**src/rtl/serial_adder_seq.sv**
```systemverilog
// -----------------------------------------------------------------------------
// serial_adder_seq
//
// Digit-serial adder/subtractor. WIDTH-bit operands are processed DIGIT bits
// per clock through a small ripple full-adder chain; the carry between digits
// is held in a register. One operation takes N = WIDTH/DIGIT BUSY cycles plus
// one DONE cycle, trading latency for a very small adder.
//
// Parameters
//   WIDTH  operand/result width (>= 2)
//   DIGIT  bits per cycle; must divide WIDTH exactly
//
// Ports
//   clk    in   1      clock, rising edge
//   rst_n  in   1      synchronous active-low reset
//   start  in   1      request, accepted only while ready=1
//   sub    in   1      0: a+b+cin, 1: a-b (cin ignored)
//   a      in   WIDTH  operand A, sampled on accept
//   b      in   WIDTH  operand B, sampled on accept
//   cin    in   1      carry in for add mode, sampled on accept
//   ready  out  1      high in IDLE only
//   done   out  1      one-cycle pulse when sum/cout are updated
//   sum    out  WIDTH  registered result, held until the next completion
//   cout   out  1      carry out of the MSB (subtract: 1 = no borrow)
//   ovf    out  1      signed overflow, present only with SERIAL_ADDER_OVF_EN
//
// Configuration
//   SERIAL_ADDER_OVF_EN  when defined, adds the ovf output and its register.
// -----------------------------------------------------------------------------
module serial_adder_seq #(
    parameter int WIDTH = 16,
    parameter int DIGIT = 1
) (
    input  logic             clk,
    input  logic             rst_n,
    input  logic             start,
    input  logic             sub,
    input  logic [WIDTH-1:0] a,
    input  logic [WIDTH-1:0] b,
    input  logic             cin,
    output logic             ready,
    output logic             done,
    output logic [WIDTH-1:0] sum,
    output logic             cout
`ifdef SERIAL_ADDER_OVF_EN
    ,
    output logic             ovf
`endif
);

    localparam int N     = WIDTH / DIGIT;
    localparam int CNT_W = (N > 1) ? $clog2(N) : 1;

    typedef enum logic [1:0] {
        IDLE = 2'd0,
        BUSY = 2'd1,
        DONE = 2'd2
    } state_e;

    state_e             state_q, state_d;
    logic [WIDTH-1:0]   a_q, a_d;        // operand A shift register
    logic [WIDTH-1:0]   b_q, b_d;        // operand B (already inverted for sub)
    logic               carry_q, carry_d;
    logic [CNT_W-1:0]   cnt_q, cnt_d;
    logic [WIDTH-1:0]   part_q, part_d;  // partial result, filled from the top
    logic [WIDTH-1:0]   sum_q, sum_d;
    logic               cout_q, cout_d;
`ifdef SERIAL_ADDER_OVF_EN
    logic               ovf_q, ovf_d;
    logic               dcarry_msb;      // carry into the top bit of this digit
`endif

    logic [DIGIT-1:0]   dsum;
    logic               dcarry;

    // DIGIT-bit ripple chain over the low bits of the operand shift registers.
    always_comb begin
        logic c;
        // NOTE: blocking assignments here model the ripple through the chain;
        // registered state below uses non-blocking assignments only.
        c    = carry_q;
        dsum = '0;
`ifdef SERIAL_ADDER_OVF_EN
        dcarry_msb = carry_q;
`endif
        for (int i = 0; i < DIGIT; i++) begin
`ifdef SERIAL_ADDER_OVF_EN
            if (i == DIGIT - 1) begin
                dcarry_msb = c;
            end
`endif
            dsum[i] = a_q[i] ^ b_q[i] ^ c;
            c       = (a_q[i] & b_q[i]) | (c & (a_q[i] ^ b_q[i]));
        end
        dcarry = c;
    end

    // Next-state and datapath updates.
    always_comb begin
        // NOTE: every variable gets a hold-value default first so no path
        // through the case statement can infer a latch.
        state_d = state_q;
        a_d     = a_q;
        b_d     = b_q;
        carry_d = carry_q;
        cnt_d   = cnt_q;
        part_d  = part_q;
        sum_d   = sum_q;
        cout_d  = cout_q;
`ifdef SERIAL_ADDER_OVF_EN
        ovf_d   = ovf_q;
`endif

        unique case (state_q)
            IDLE: begin
                if (start) begin
                    // Subtraction is a + ~b + 1: invert B and force the carry.
                    a_d     = a;
                    b_d     = b ^ {WIDTH{sub}};
                    carry_d = sub ? 1'b1 : cin;
                    cnt_d   = '0;
                    part_d  = '0;
                    state_d = BUSY;
                end
            end

            BUSY: begin
                a_d     = a_q >> DIGIT;
                b_d     = b_q >> DIGIT;
                carry_d = dcarry;
                // New digit enters at the top; after N shifts the first digit
                // has reached bit 0.
                part_d  = (part_q >> DIGIT) | (WIDTH'(dsum) << (WIDTH - DIGIT));
                cnt_d   = cnt_q + CNT_W'(1);
                if (cnt_q == CNT_W'(N - 1)) begin
                    sum_d   = part_d;
                    cout_d  = dcarry;
`ifdef SERIAL_ADDER_OVF_EN
                    ovf_d   = dcarry_msb ^ dcarry;
`endif
                    state_d = DONE;
                end
            end

            DONE: begin
                state_d = IDLE;
            end

            default: begin
                state_d = IDLE;
            end
        endcase
    end

    always_ff @(posedge clk) begin
        if (!rst_n) begin
            // NOTE: the operand and partial registers are cleared too, so the
            // datapath restarts from a known all-zero state after reset.
            state_q <= IDLE;
            a_q     <= '0;
            b_q     <= '0;
            carry_q <= 1'b0;
            cnt_q   <= '0;
            part_q  <= '0;
            sum_q   <= '0;
            cout_q  <= 1'b0;
`ifdef SERIAL_ADDER_OVF_EN
            ovf_q   <= 1'b0;
`endif
        end else begin
            state_q <= state_d;
            a_q     <= a_d;
            b_q     <= b_d;
            carry_q <= carry_d;
            cnt_q   <= cnt_d;
            part_q  <= part_d;
            sum_q   <= sum_d;
            cout_q  <= cout_d;
`ifdef SERIAL_ADDER_OVF_EN
            ovf_q   <= ovf_d;
`endif
        end
    end

    assign ready = (state_q == IDLE);
    assign done  = (state_q == DONE);
    assign sum   = sum_q;
    assign cout  = cout_q;
`ifdef SERIAL_ADDER_OVF_EN
    assign ovf   = ovf_q;
`endif

endmodule

```
**config.mk**
```make
export PLATFORM = sky130hd
export DESIGN_NAME = serial_adder_seq
export DESIGN_NICKNAME = d
export VERILOG_FILES = /design/src/rtl/serial_adder_seq.sv
export SDC_FILE = /design/constraint.sdc
export NUM_CORES = 1
export LEC_CHECK = 0
export CAP_MARGIN = 20
export CORE_MARGIN = 10
export CORE_UTILIZATION = 52
export DETAILED_ROUTE_END_ITERATION = 8
export PLACE_DENSITY = 0.83
export SLEW_MARGIN = 20
export SYNTH_ARGS = -nofsm -noshare
export SYNTH_HDL_FRONTEND = slang
export SYNTH_SLANG_ARGS = --single-unit
```
**constraint.sdc**
```tcl
create_clock -name clk -period 1.7 [get_ports clk]
set_input_delay 0.255 -clock clk [delete_from_list [all_inputs] [get_ports clk]]
set_output_delay 0.255 -clock clk [all_outputs]
set_load 0.1 [all_outputs]
```
==> results of run 1 <==
[where the power goes]
group	internal (mW)	leakage, nW	switching, mW	total, mW
registers	1.74	0.581	0.0553	1.79
logic	0.220	0.818	0.206	0.426
clock network	0.573	0.0849	0.671	1.24
total	2.53	1.48	0.932	3.46
[critical path, stage by stage (launching register included)]
cell and delay (ns):
dfxtp_2 0.40, buf_4 0.21, inv_1 0.09, nor2_2 0.13, buf_12 0.19
[cells by family (layout without fill, tap and decap cells)]
family	after synthesis	count (layout)	share of synthesized area
xor+xnor	16	16	0.0449
buf+inv	34	93	0.0642
compound gates	95	95	0.217
mux	19	19	0.0614
simple gates	90	90	0.146
flops	71	71	0.456
fa+ha+maj	2	2	0.0104
[per-layer routing]
layer | vias up | wire (µm) | global-route usage
met4 | 0 | 129 | 0.0660
met5 | - | 0 | 0
met1 | 1249 | 3160 | 0.173
li1 | 1281 | - | -
met3 | 14 | 446 | 0.0484
met2 | 90 | 3510 | 0.246
[state kept, by name, summed over array words and instances, names as in the netlist]
| signal | cells |
|---|---|
| carry_q | 1 |
| state_q | 2 |
| sum | 16 |
| cnt_q | 4 |
| b_q | 16 |
| part_q | 15 |
| a_q | 16 |
| cout | 1 |
[cell type report]
type | count | share of cell area
Clock buffer | 10 | 0.0334
Clock inverter | 6 | 0.0109
Inverter | 4 | 0.00365
Multi-Input combinational cell | 222 | 0.366
Sequential cell | 71 | 0.345
Tap cell | 75 | 0.0228
Timing Repair Buffer | 73 | 0.218
[metrics by stage]
step	util	hold slack [ns]	TNS, ns	power (mW)	setup WS, ns
floorplan	-	0.410	-0.0686	2.09	-0.0686
global placement	0.668	0.455	-1.38	2.24	-0.0714
detailed placement	0.668	0.471	-2.80	2.25	-0.153
CTS	0.700	0.271	0	3.47	0.0733
global route	0.700	0.289	0	3.59	0.00468
finish	0.700	0.281	0	3.46	0.0787
[placed cells by master (no fill, tap or decap), types with 2 or more instances in the layout]
master	n
a21oi_1	15
or3b_2	2
inv_2	2
nand2b_1	2
xnor2_1	15
o221ai_1	14
clkdlybuf4s50_1	35
nor2b_1	2
o21ai_1	2
nor2_1	19
a221o_1	5
o2bb2ai_1	2
clkbuf_8	10
nor2_2	4
inv_1	2
a22o_1	16
mux2i_1	18
buf_12	21
dfxtp_1	70
buf_4	16
or3b_1	12
clkinvlp_4	3
a211oi_1	10
nand2_1	40
o21ai_0	24
[worst max path at each step]
stage | from | end | slack (ns) | depth (start not counted)
2_1_floorplan | state_q[1] | done | -0.07 | 4
3_3_place_gp | start | a_q[12] | -0.07 | 5
3_5_place_dp | start | a_q[10] | -0.15 | 5
4_1_cts | state_q[1] | done | 0.07 | 4
5_1_grt | state_q[1] | done | 0.005 | 4
6_report | state_q[1] | done | 0.08 | 4
==> qor.yml, run 1 <==
global_routing:
  grt_pass1_vias: 2597
  grt_use_total: 0.150
  antenna_found_initial: 0
  grt_overflow_total: 0
  grt_max_degree: 32
  grt_pass1_wl_um: 12200
detailed_routing:
  wl_per_cell_um: 15.7
  vias_per_cell: 5.71
  routed_wl_um: 7240
  dr.first_iter.drc_count: 118
  first_pass_iters: 4
  ant_nets: 0
  drc: 0
  num_vias: 2634
floorplanning:
  start_util: 0.530
  core_region_area_mm2: 0.00589
  die_w_um: 97.4
  ioPinCount: 56
  fp.dieH_um: 97.4
  std_cell_rows: 28
  dieArea_mm2: 0.00949
critical_path:
  worstPathArrival_ns: 1.37
  r2r_end: "part_q[15]"
  reg2reg_slack_ns: 0.18
  worst-r2r-cell-count: 4
  timing.rr.start: "state_q[0]"
  critPathCaptureType: "output pin"
  cp_max_fo: 14
  path_class: "flip-flop to output pin"
  cp.required_ns: 1.44
  critical_path.startpoint_type: "flip-flop"
logic_synthesis:
  yosys-top-cells-count: "dfxtp_1 (71), nand2_1 (40), o21ai_0 (24)"
  yosys.area.top_type: "dfxtp_1"
  synth_cells: 327
  synth_warnings: 0
  seq_area_frac_synth: 0.456
  synth_flop_cell: "dfxtp_1"
  netlist_area_mm2: 0.00312
  synth_edf_count: 0
  ys_top_cells_by_area: "dfxtp_1 (46%), mux2i_1 (5.8%), nand2_1 (4.8%)"
  syn_area_per_cell_um2: 9.54
  synth-seq-cells: 71
  synthMostInstantiatedCell: "dfxtp_1"
  synth_fp_nets: 366
  synth_cell_type_count: 44
  async_reset_ff_frac: 0
  synth_top_area_frac: 0.456
clock_tree:
  cts.sinks: 71
  root_buffer: "clkbuf_8"
  cts_setup_buffers: 0
  ctsResizeCount: 1
  clk-insertion-delay-late_ns: 0.35
  clockBufferDepth: 2
  htree_levels: 3
  cts_tree: "yes"
  ctsHoldBuffers: 0
  cts_made_buffers: 9
  clk_pin_slew_ns: 0.08
layout:
  multi_input_area_mm2: 0.00151
  fillerInstances: 452
  seq_area_mm2: 0.00142
  drive_gt1_frac: 0.174
  antenna_cells: 0
  final_area_mm2: 0.00412
  area_growth_pct: 32.1
  fin_cells: 461
  fin_nets: 420
placement:
  dpl.cell_count: 445
  io_buffers: 55
  place.gp.congestion: 0.768
  dpl_cell_area_mm2: 0.00393
  dp_hpwl_um: 5120
timing:
  maxSlewViolCount: 0
  fin_crit_ns: 1.62
  rsz0062_at_grt: "no"
  fin_skew_ns: 0.00874
  max-slew-margin-rel: 0.770
  finalHoldViolCount: 0
  max_freq_mhz: 617
  worstMarginPinSlew_ns: 0.344
  min_period_over_period: 0.954
  setup_viol: 0
pwr:
  power_leakage_nw: 1.48
  p_per_area_mw_per_mm2: 841
  ir_worst_vdd_v: 0.000635
min_path:
  hold_path_depth: 3
  hold_start: "rst_n"
  worstHoldPathType: "primary input to flip-flop"
  hold_end: "cnt_q[0]"
outcome:
  status: "finished clean"
job:
  drv_cap: 0
No activity file was read; power rests on OpenSTA's default activity.
==> run 2: changes to the inputs <==
--- a/config.mk
+++ b/config.mk
@@ -6,8 +6,10 @@
 export NUM_CORES = 1
 export LEC_CHECK = 0
 export CAP_MARGIN = 20
+export CELL_PAD_IN_SITES_DETAIL_PLACEMENT = 1
+export CELL_PAD_IN_SITES_GLOBAL_PLACEMENT = 2
 export CORE_MARGIN = 10
-export CORE_UTILIZATION = 52
+export CORE_UTILIZATION = 32
 export DETAILED_ROUTE_END_ITERATION = 8
 export PLACE_DENSITY = 0.83
 export SLEW_MARGIN = 20
==> run 2 against run 1 <==
Compared with the run above:
- power is 8.3% higher
- combinational power is 4% higher
- sequential share of layout area is 1.3 points lower
- die area is 48% higher
- first-iteration DRC count is 24% higher
- non-clock buffer count is 2 higher
- critical path depth stayed put
==> qor.yml, run 2 (synthesis gave the netlist of run 1 again) <==
timing:
  finalHoldViolCount: 0
  worstMarginPinSlew_ns: 0.341
  fin_skew_ns: 0.0117
  rsz0062_at_grt: "no"
  max-slew-margin-rel: 0.772
  maxSlewViolCount: 0
  max_freq_mhz: 637
  fin_crit_ns: 1.57
  setup_viol: 0
  finalWorstSetupSlack_ns: 0.131
  min_period_over_period: 0.923
detailed_routing:
  num_vias: 2603
  dr.first_iter.drc_count: 146
  first_pass_iters: 4
  ant_nets: 0
  routed_wl_um: 8110
  drc: 0
  vias_per_cell: 5.03
  wl_per_cell_um: 15.7
critical_path:
  crit_path_top_delay_cell: "dfxtp_2"
  crit_chain: "buf_12, inv_1, nor2_2, buf_12"
  critical_path.startpoint_type: "flip-flop"
  cp-startpoint: "state_q[1]"
  max_stage_delay_ns: 0.43
  timing.rr.start: "cnt_q[1]"
  path_class: "flip-flop to output pin"
  cp_max_fo: 14
  cp.required_ns: 1.44
  worstPathArrival_ns: 1.31
  cp_top_family: "flip-flops"
  worstPathBufferInverterCount: 3
  worst_path_most_repeated_cell: "buf_12"
  critPathCaptureType: "output pin"
layout:
  antenna_cells: 0
  drive_gt1_frac: 0.178
  layout_common_cells: "dfxtp_1 (69), nand2_1 (40), clkdlybuf4s50_1 (35)"
  fin_nets: 422
  area_growth_pct: 37.2
  fin_util: 0.457
  layout_commonest_cell: "dfxtp_1"
placement:
  io_buffers: 55
  place_ws_ns: -0.0954
  dp_hpwl_um: 5890
  place.gp.congestion: 0.777
clock_tree:
  htree_levels: 3
  clockBufferDepth: 2
  root_buffer: "clkbuf_8"
  cts.sinks: 71
  ctsHoldBuffers: 0
  clk_pin_slew_ns: 0.07
  cts_tree: "yes"
  clk-insertion-delay-late_ns: 0.35
  cts_made_buffers: 9
  cts_setup_buffers: 0
pwr:
  ir_worst_vdd_v: 0.000395
  seqPwrFrac: 0.479
  p_comb_frac: 0.118
  power_leakage_nw: 1.53
  p_switching_mw: 0.917
  intPower_mw: 2.84
  finalPower_mw: 3.75
  p_per_area_mw_per_mm2: 877
  p_sw_frac: 0.244
  clkPwrFrac: 0.403
global_routing:
  grt_pass1_wl_um: 14100
  antenna_found_initial: 0
  grt_use_total: 0.119
  grt_pass1_vias: 2762
  grt_overflow_total: 0
  grt_max_degree: 32
floorplanning:
  fp.dieH_um: 119
  die_w_um: 119
  ioPinCount: 56
  std_cell_rows: 35
  start_util: 0.333
  core_region_area_mm2: 0.00937
  dieArea_mm2: 0.0141
outcome:
  status: "finished clean"
min_path:
  hold_start: "rst_n"
  worstHoldPathType: "primary input to flip-flop"
job:
  drv_cap: 0
[run 2: path summary, 6_finish.rpt]
path | cells past startpoint | slack, ns | endpoint
worst max-delay path | 4 | 0.13 | done
worst max register to register | 5 | 0.29 | sum[10]
worst min register to register | 2 | 0.48 | sum[0]
worst min-delay path | 3 | 0.30 | cnt_q[0]
[run 2: per-stage QoR]
stage	hold WS, ns	instances	TNS [ns]	cell area [µm²]
2_1_floorplan	0.410	327	-0.0686	3120
3_3_place_gp	0.462	501	-0.241	4050
3_5_place_dp	0.469	501	-1.36	4050
4_1_cts	0.284	517	0	4280
5_1_grt	0.306	517	0	4280
6_report	0.297	517	0	4280
[run 2: cell type report]
type                    instances  area [µm²]
clock inverters                 5        81.3
repair buffers                 75         948
flip-flops and latches         71        1420
clock buffers                  11         141
fillers                      1082        5090
inverters                       4        15.0
well taps                     129         161
multi-input cells             222        1510
[run 2: routing by layer]
metal	track usage	up-vias	wire length [µm]
met5	0	-	0
met2	0.194	58	3940
met3	0.0381	7	339
met1	0.147	1258	3760
li1	-	1280	-
met4	0.0321	0	76
[run 2: power groups by stage]
| stage | sequential [mW] | clock (mW) | combinational, mW |
|---|---|---|---|
| CTS | 1.80 | 1.56 | 0.450 |
| finish | 1.80 | 1.51 | 0.441 |
| global route | 1.81 | 1.62 | 0.494 |
| floorplan | 1.81 | 0 | 0.276 |
| global placement | 1.83 | 0 | 0.434 |
| detailed placement | 1.83 | 0 | 0.448 |
[run 2: worst reg2reg max path, delay by kind of cell (launching register included)]
kind	cells	cell delay (ns)
simple gates	2	0.37
buf+inv	1	0.20
fa+ha+maj	1	0.20
flops	1	0.36
mux	1	0.21
[run 2: timing repair]
item	in CTS	in global routing
resized for setup	1	1
gates cloned	0	0
setup endpoints to repair	1	2
